--- config.mk ---
export PLATFORM = sky130hd
export DESIGN_NAME = exec_operand_stage
export DESIGN_NICKNAME = d
export VERILOG_FILES = /design/src/rtl/exec_operand_stage.sv
export SDC_FILE = /design/constraint.sdc
export NUM_CORES = 1
export LEC_CHECK = 0
export BUFFER_PORTS_ARGS = -buffer_cell sky130_fd_sc_hd__buf_2
export CORE_MARGIN = 2
export CORE_UTILIZATION = 50
export DETAILED_ROUTE_END_ITERATION = 7
export PLACE_DENSITY = 0.82
export RECOVER_POWER = 25
export SKIP_CTS_REPAIR_TIMING = 1
export SYNTH_ARGS = -nofsm -noshare
export SYNTH_HDL_FRONTEND = slang
export SYNTH_SLANG_ARGS = --single-unit
--- constraint.sdc ---
create_clock -name clk -period 4.7 [get_ports clk]
set_input_delay 0 -clock clk [delete_from_list [all_inputs] [get_ports clk]]
set_output_delay 0 -clock clk [all_outputs]
set_load 0.005 [all_outputs]
--- src/rtl/exec_operand_stage.sv ---
// exec_operand_stage
//
// Operand-select and stage-3 pipeline register for the execute stage.
// Picks operands A and B from the forwarding sources (stage-3 ALU result,
// stage-4 writeback data, or register-file data), detects a load-use hazard
// against the load sitting in stage 3, and inserts a single-cycle bubble
// while holding PC/IF/ID through Stall.
//
// Ports
//   clk, rst                      clock (rising edge), async active-high reset
//   InValid, RegA2, RegB2         stage-2 valid and register-file read data
//   Rs2, Rt2, ALUOp2              stage-2 source indices and op class
//   HAs2d3/HAs2d4/HAs2t4          operand-A forwarding flags
//   HBt2d3/HBt2d4/HBt2t4          operand-B forwarding flags
//   ALUOut3, WBData4              forwarding data from stages 3 and 4
//   ALUOp3, Rt3                   stage-3 op class and load destination
//   Flush                         discard the stage-2 instruction
//   OpA3, OpB3, OutValid,         registered stage-3 operands, valid, op class
//   ALUOp3Out
//   Stall                         combinational hold request to PC/IF/ID
//   StallCount                    saturating count of load-use stall cycles
//
// Configuration
//   HAZ_ZERO_GUARD_EN  when defined, forwarding and load-use detection ignore
//                      register index 0.

module exec_operand_stage (
    input  logic        clk,
    input  logic        rst,
    input  logic        InValid,
    input  logic [31:0] RegA2,
    input  logic [31:0] RegB2,
    input  logic [4:0]  Rs2,
    input  logic [4:0]  Rt2,
    input  logic [1:0]  ALUOp2,
    input  logic        HAs2d3,
    input  logic        HAs2d4,
    input  logic        HAs2t4,
    input  logic        HBt2d3,
    input  logic        HBt2d4,
    input  logic        HBt2t4,
    input  logic [31:0] ALUOut3,
    input  logic [31:0] WBData4,
    input  logic [1:0]  ALUOp3,
    input  logic [4:0]  Rt3,
    input  logic        Flush,
    output logic [31:0] OpA3,
    output logic [31:0] OpB3,
    output logic        OutValid,
    output logic [1:0]  ALUOp3Out,
    output logic        Stall,
    output logic [15:0] StallCount
);

    localparam logic [1:0] OpLoad   = 2'b00;
    localparam logic [1:0] OpAlu    = 2'b10;
    localparam logic [1:0] OpBubble = 2'b11;

    typedef enum logic [0:0] {StIdle, StStall} state_e;

    state_e      state_q, state_d;
    logic [31:0] op_a3_q, op_a3_d;
    logic [31:0] op_b3_q, op_b3_d;
    logic        out_valid_q, out_valid_d;
    logic [1:0]  alu_op3_q, alu_op3_d;
    logic [15:0] stall_count_q, stall_count_d;

    logic        a_guard, b_guard, lu_guard;
    logic        fwd_a_d3, fwd_a_wb, fwd_b_d3, fwd_b_wb;
    logic [31:0] sel_a, sel_b;
    logic        load_use;
    logic        stall;

`ifdef HAZ_ZERO_GUARD_EN
    // Register 0 is hardwired; a "hazard" on it is never real.
    assign a_guard  = (Rs2 != 5'd0);
    assign b_guard  = (Rt2 != 5'd0);
    assign lu_guard = (Rt3 != 5'd0);
`else
    assign a_guard  = 1'b1;
    assign b_guard  = 1'b1;
    assign lu_guard = 1'b1;
`endif

    // Forwarding is applied regardless of InValid; validity rides on OutValid.
    always_comb begin
        fwd_a_d3 = a_guard & HAs2d3;
        fwd_a_wb = a_guard & (HAs2d4 | HAs2t4);
        fwd_b_d3 = b_guard & HBt2d3;
        fwd_b_wb = b_guard & (HBt2d4 | HBt2t4);

        // Stage-3 result is the youngest, so it wins over stage 4.
        if (fwd_a_d3)      sel_a = ALUOut3;
        else if (fwd_a_wb) sel_a = WBData4;
        else               sel_a = RegA2;

        if (fwd_b_d3)      sel_b = ALUOut3;
        else if (fwd_b_wb) sel_b = WBData4;
        else               sel_b = RegB2;
    end

    // Only ALU ops read Rt as a source; a load in stage 2 uses Rt as its dest.
    assign load_use = InValid && (ALUOp3 == OpLoad) && lu_guard &&
                      ((Rt3 == Rs2) || ((ALUOp2 == OpAlu) && (Rt3 == Rt2)));

    // Masked in StStall so each instruction stalls at most once; gated by rst
    // so the hold request drops while the block is being reset.
    assign stall = !rst && (state_q == StIdle) && load_use && !Flush;

    always_comb begin
        state_d       = StIdle;
        op_a3_d       = op_a3_q;
        op_b3_d       = op_b3_q;
        out_valid_d   = InValid;
        alu_op3_d     = ALUOp2;
        stall_count_d = stall_count_q;

        if (Flush) begin
            out_valid_d = 1'b0;
            alu_op3_d   = OpBubble;
        end else if (stall) begin
            state_d     = StStall;
            out_valid_d = 1'b0;
            alu_op3_d   = OpBubble;
        end else begin
            op_a3_d = sel_a;
            op_b3_d = sel_b;
        end

        if (stall && (stall_count_q != 16'hFFFF)) begin
            stall_count_d = stall_count_q + 16'd1;
        end
    end

    always_ff @(posedge clk or posedge rst) begin
        if (rst) begin
            state_q       <= StIdle;
            op_a3_q       <= 32'd0;
            op_b3_q       <= 32'd0;
            out_valid_q   <= 1'b0;
            alu_op3_q     <= OpBubble;
            stall_count_q <= 16'd0;
        end else begin
            state_q       <= state_d;
            op_a3_q       <= op_a3_d;
            op_b3_q       <= op_b3_d;
            out_valid_q   <= out_valid_d;
            alu_op3_q     <= alu_op3_d;
            stall_count_q <= stall_count_d;
        end
    end

    assign OpA3       = op_a3_q;
    assign OpB3       = op_b3_q;
    assign OutValid   = out_valid_q;
    assign ALUOp3Out  = alu_op3_q;
    assign Stall      = stall;
    assign StallCount = stall_count_q;

endmodule

==> impl_metrics.env <==
export IMPL_postRouteAntennaNets=0
export IMPL_grt_pass1_vias=4149
export IMPL_mostFrequentLayoutCell="buf_2"
export IMPL_combPwrFrac_pct=23.0
export IMPL_synth_area_um2=4910
export IMPL_critPathMaxStageDelay_ps=780
export IMPL_min_period_ps=3012
export IMPL_cp_required_ps=4920
export IMPL_synth_cells=460
export IMPL_ioPinCount=241
export IMPL_final_hold_viol_count=0
export IMPL_power_frac_seq_pct=47.7
export IMPL_crit_chain="dlygate4sd3_1 -> buf_2 -> or4b_4 -> nor4b_2 -> a32oi_1 -> buf_4 -> nor2b_4 -> buf_4 -> mux2_2"
export IMPL_regArea_um2=2105
export IMPL_die_area_um2=10630
export IMPL_internal_power_uw=1293
export IMPL_grt_setup_unrepaired="false"
export IMPL_vias=4493
export IMPL_antenna_found_initial=3
export IMPL_start_util_pct=50.93
export IMPL_nNetsFinal=851
export IMPL_synth_net_count=618
export IMPL_p_leak_uw=0.003143
export IMPL_setup_ws_ps=1688
export IMPL_cts_sinks=84
export IMPL_slew_headroom_pct=-24.84
export IMPL_violations="capacitance limit, slew limit"
export IMPL_start_kind="input pin"
export IMPL_dp_hpwl_mm=10.32
export IMPL_wl_met2_mm=6.726
export IMPL_vias_per_cell=5.394
export IMPL_skew_ps=7.528
export IMPL_tightest_slew_ps=1862
export IMPL_place_congestion=0.8835
export IMPL_multiInputGateArea_um2=2661
export IMPL_nFillCells=808
export IMPL_synth_avg_cell_area_um2=10.67
export IMPL_slowest_stage="nor2b_4"
export IMPL_cts_made_buffers=9
export IMPL_status="complete, but fails checks"
export IMPL_worstSetupPathType="in2reg"
export IMPL_drv_slew=44
export IMPL_crit_path_end_kind="flop"
export IMPL_cts_tree="built"
export IMPL_core_um2=9639
export IMPL_cp_top_family="buffers and inverters"
export IMPL_syn2layout_area_growth_pct=30.30
export IMPL_p_clk_share_pct=29.3
export IMPL_fin_setup_tns_ps=0
export IMPL_detailedRoute_firstPassIterationCount=4
export IMPL_wire_per_inst_um=16.60
export IMPL_peakVddDrop_mv=0.1377
export IMPL_wirelength_mm=13.82
export IMPL_cp_arrival_ps=3230
export IMPL_path_common_cell="buf_4"
export IMPL_hp_class="in2reg"
export IMPL_grt_use_total_pct=24.65
export IMPL_die_h_um=103.1
export IMPL_place_ws_ps=1793
export IMPL_grt_pass1_wl_mm=20.26
export IMPL_clk_path_buf_depth=2
export IMPL_die_w_um=103.1
export IMPL_setup_violations=0
export IMPL_wl_met3_mm=1.106
export IMPL_grt_overflow_total=0
export IMPL_worst_path_buf_inv=4
export IMPL_post_route_drc_count=0
export IMPL_drtIter0Drc=112
export IMPL_clock_latency_ps=340
export IMPL_synth_seq_cells=84
export IMPL_powerDensity_nw_per_um2=277.8
export IMPL_yosysWarnings=0
export IMPL_fin_crit_sh_pct=64.08
export IMPL_port_buffers=240
export IMPL_max_cap_violations=1
export IMPL_mostFrequentLayoutCells="buf_2 (195), dfrtp_1 (82), nand2_1 (66), o21ai_0 (65), mux2i_1 (64)"
export IMPL_p_sw_share_pct=27.23
export IMPL_top_layer_used="met5"
export IMPL_wl_met1_mm=5.482
export IMPL_timing_fmax_mhz=332.1
export IMPL_drive_gt1_share_pct=41.40
export IMPL_rows=36
export IMPL_grt_max_degree=65
export IMPL_cts_clk_slew_worst_paths_ps=80
export IMPL_cts_root_buf="clkbuf_8"
export IMPL_yosysSeqAreaShare_pct=42.86
export IMPL_htree_num_levels=3
export IMPL_cp_max_fo=39
export IMPL_p_switching_uw=483.9
export IMPL_ff2ff_setup_slack_ps=1780
export IMPL_yosys_cell_types_count=33
==> state kept, by name (all words and copies together) (netlist names) <==
signal,cells
state_q,1
OpB3,32
OutValid,1
ALUOp3Out,2
OpA3,32
StallCount,16
==> worst paths after layout <==
path / start / end / cells after the start
max in group asynchronous: rst / OutValid / 4
max: InValid / OpA3[24] / 9
max reg2reg: state_q / OpA3[24] / 7
min in group asynchronous: rst / state_q / 3
min reg2reg: StallCount[9] / StallCount[9] / 1
min: ALUOut3[29] / OpA3[29] / 4
==> layout make-up <==
| cell class | instances | share of cell area (%) |
|---|---|---|
| tap | 133 | 2.601 |
| multi-input combinational | 343 | 41.60 |
| antenna | 2 | 0.07823 |
| clock inverter | 2 | 0.5476 |
| clock buffer | 14 | 2.543 |
| inverter | 3 | 0.1956 |
| sequential | 84 | 32.90 |
| timing repair buffer | 252 | 19.54 |
==> cell families after synthesis <==
kind of cell,Yosys count,share of synthesized area (%)
buffers and inverters,33,3.236
AO/OA/AOI/OAI,67,6.906
adder cells (fa/ha/maj),1,0.2548
AND/OR/NAND/NOR,121,12.21
multiplexers,130,30.25
flip-flops,84,42.86
XOR/XNOR,24,4.282
==> cell usage after synthesis (all sizes together) <==
library cell	instances	share of area, %
xor2	21	3.7
and3	1	0.13
dfstp	2	1.1
nand3b	3	0.46
mux2i	64	13
nand4b	2	0.36
or4	1	0.15
nand2b	5	0.64
nand3	3	0.31
o21ai	65	6.6
clkbuf	22	1.7
inv	3	0.23
and4b	1	0.20
dfrtp	82	42
nor3	3	0.31
nor4	15	1.9
or3	2	0.25
nor4b	1	0.31
or4b	1	0.28
nand4	5	0.64
xnor2	3	0.54
or2	1	0.13
and2	1	0.13
mux2	66	17
a21oi	1	0.10
ha	1	0.25
nand2	66	5.0
nor2	9	0.69
buf	8	1.3
a32oi	1	0.18
nor2b	1	0.28
==> metrics by stage <==
| stage | total power, uW | cells | hold WS [ps] | area (um2) | util, % |
|---|---|---|---|---|---|
| 2_1_floorplan | 1074 | 460 | 42.25 | 4910 | - |
| 3_3_place_gp | 1261 | 809 | 131.8 | 6191 | 64.23 |
| 3_5_place_dp | 1280 | 809 | 147.4 | 6191 | 64.23 |
| 4_1_cts | 1802 | 825 | -235.6 | 6389 | 66.28 |
| 5_1_grt | 1874 | 833 | 18.42 | 6397 | 66.37 |
| 6_report | 1777 | 833 | 10.97 | 6397 | 66.37 |
==> power groups by stage <==
stage,sequential (uW),clock [uW],combinational [uW]
after global routing,856,568,450
after floorplan,859,0,216
final,847,520,410
after global placement,855,0,407
after CTS,845,534,423
after detailed placement,859,0,421
==> layer usage <==
metal,vias to the layer above,global-route usage (%)
met1,2153,30.41
li1,2102,-
met3,41,6.102
met4,2,11.64
met5,-,0
met2,195,40.66
==> worst min-delay path, stage by stage <==
cell and delay [ps]:
buf_2 90, nand2_1 40, o21ai_0 50, mux2_2 140
Power figures use the tool's default switching activity.
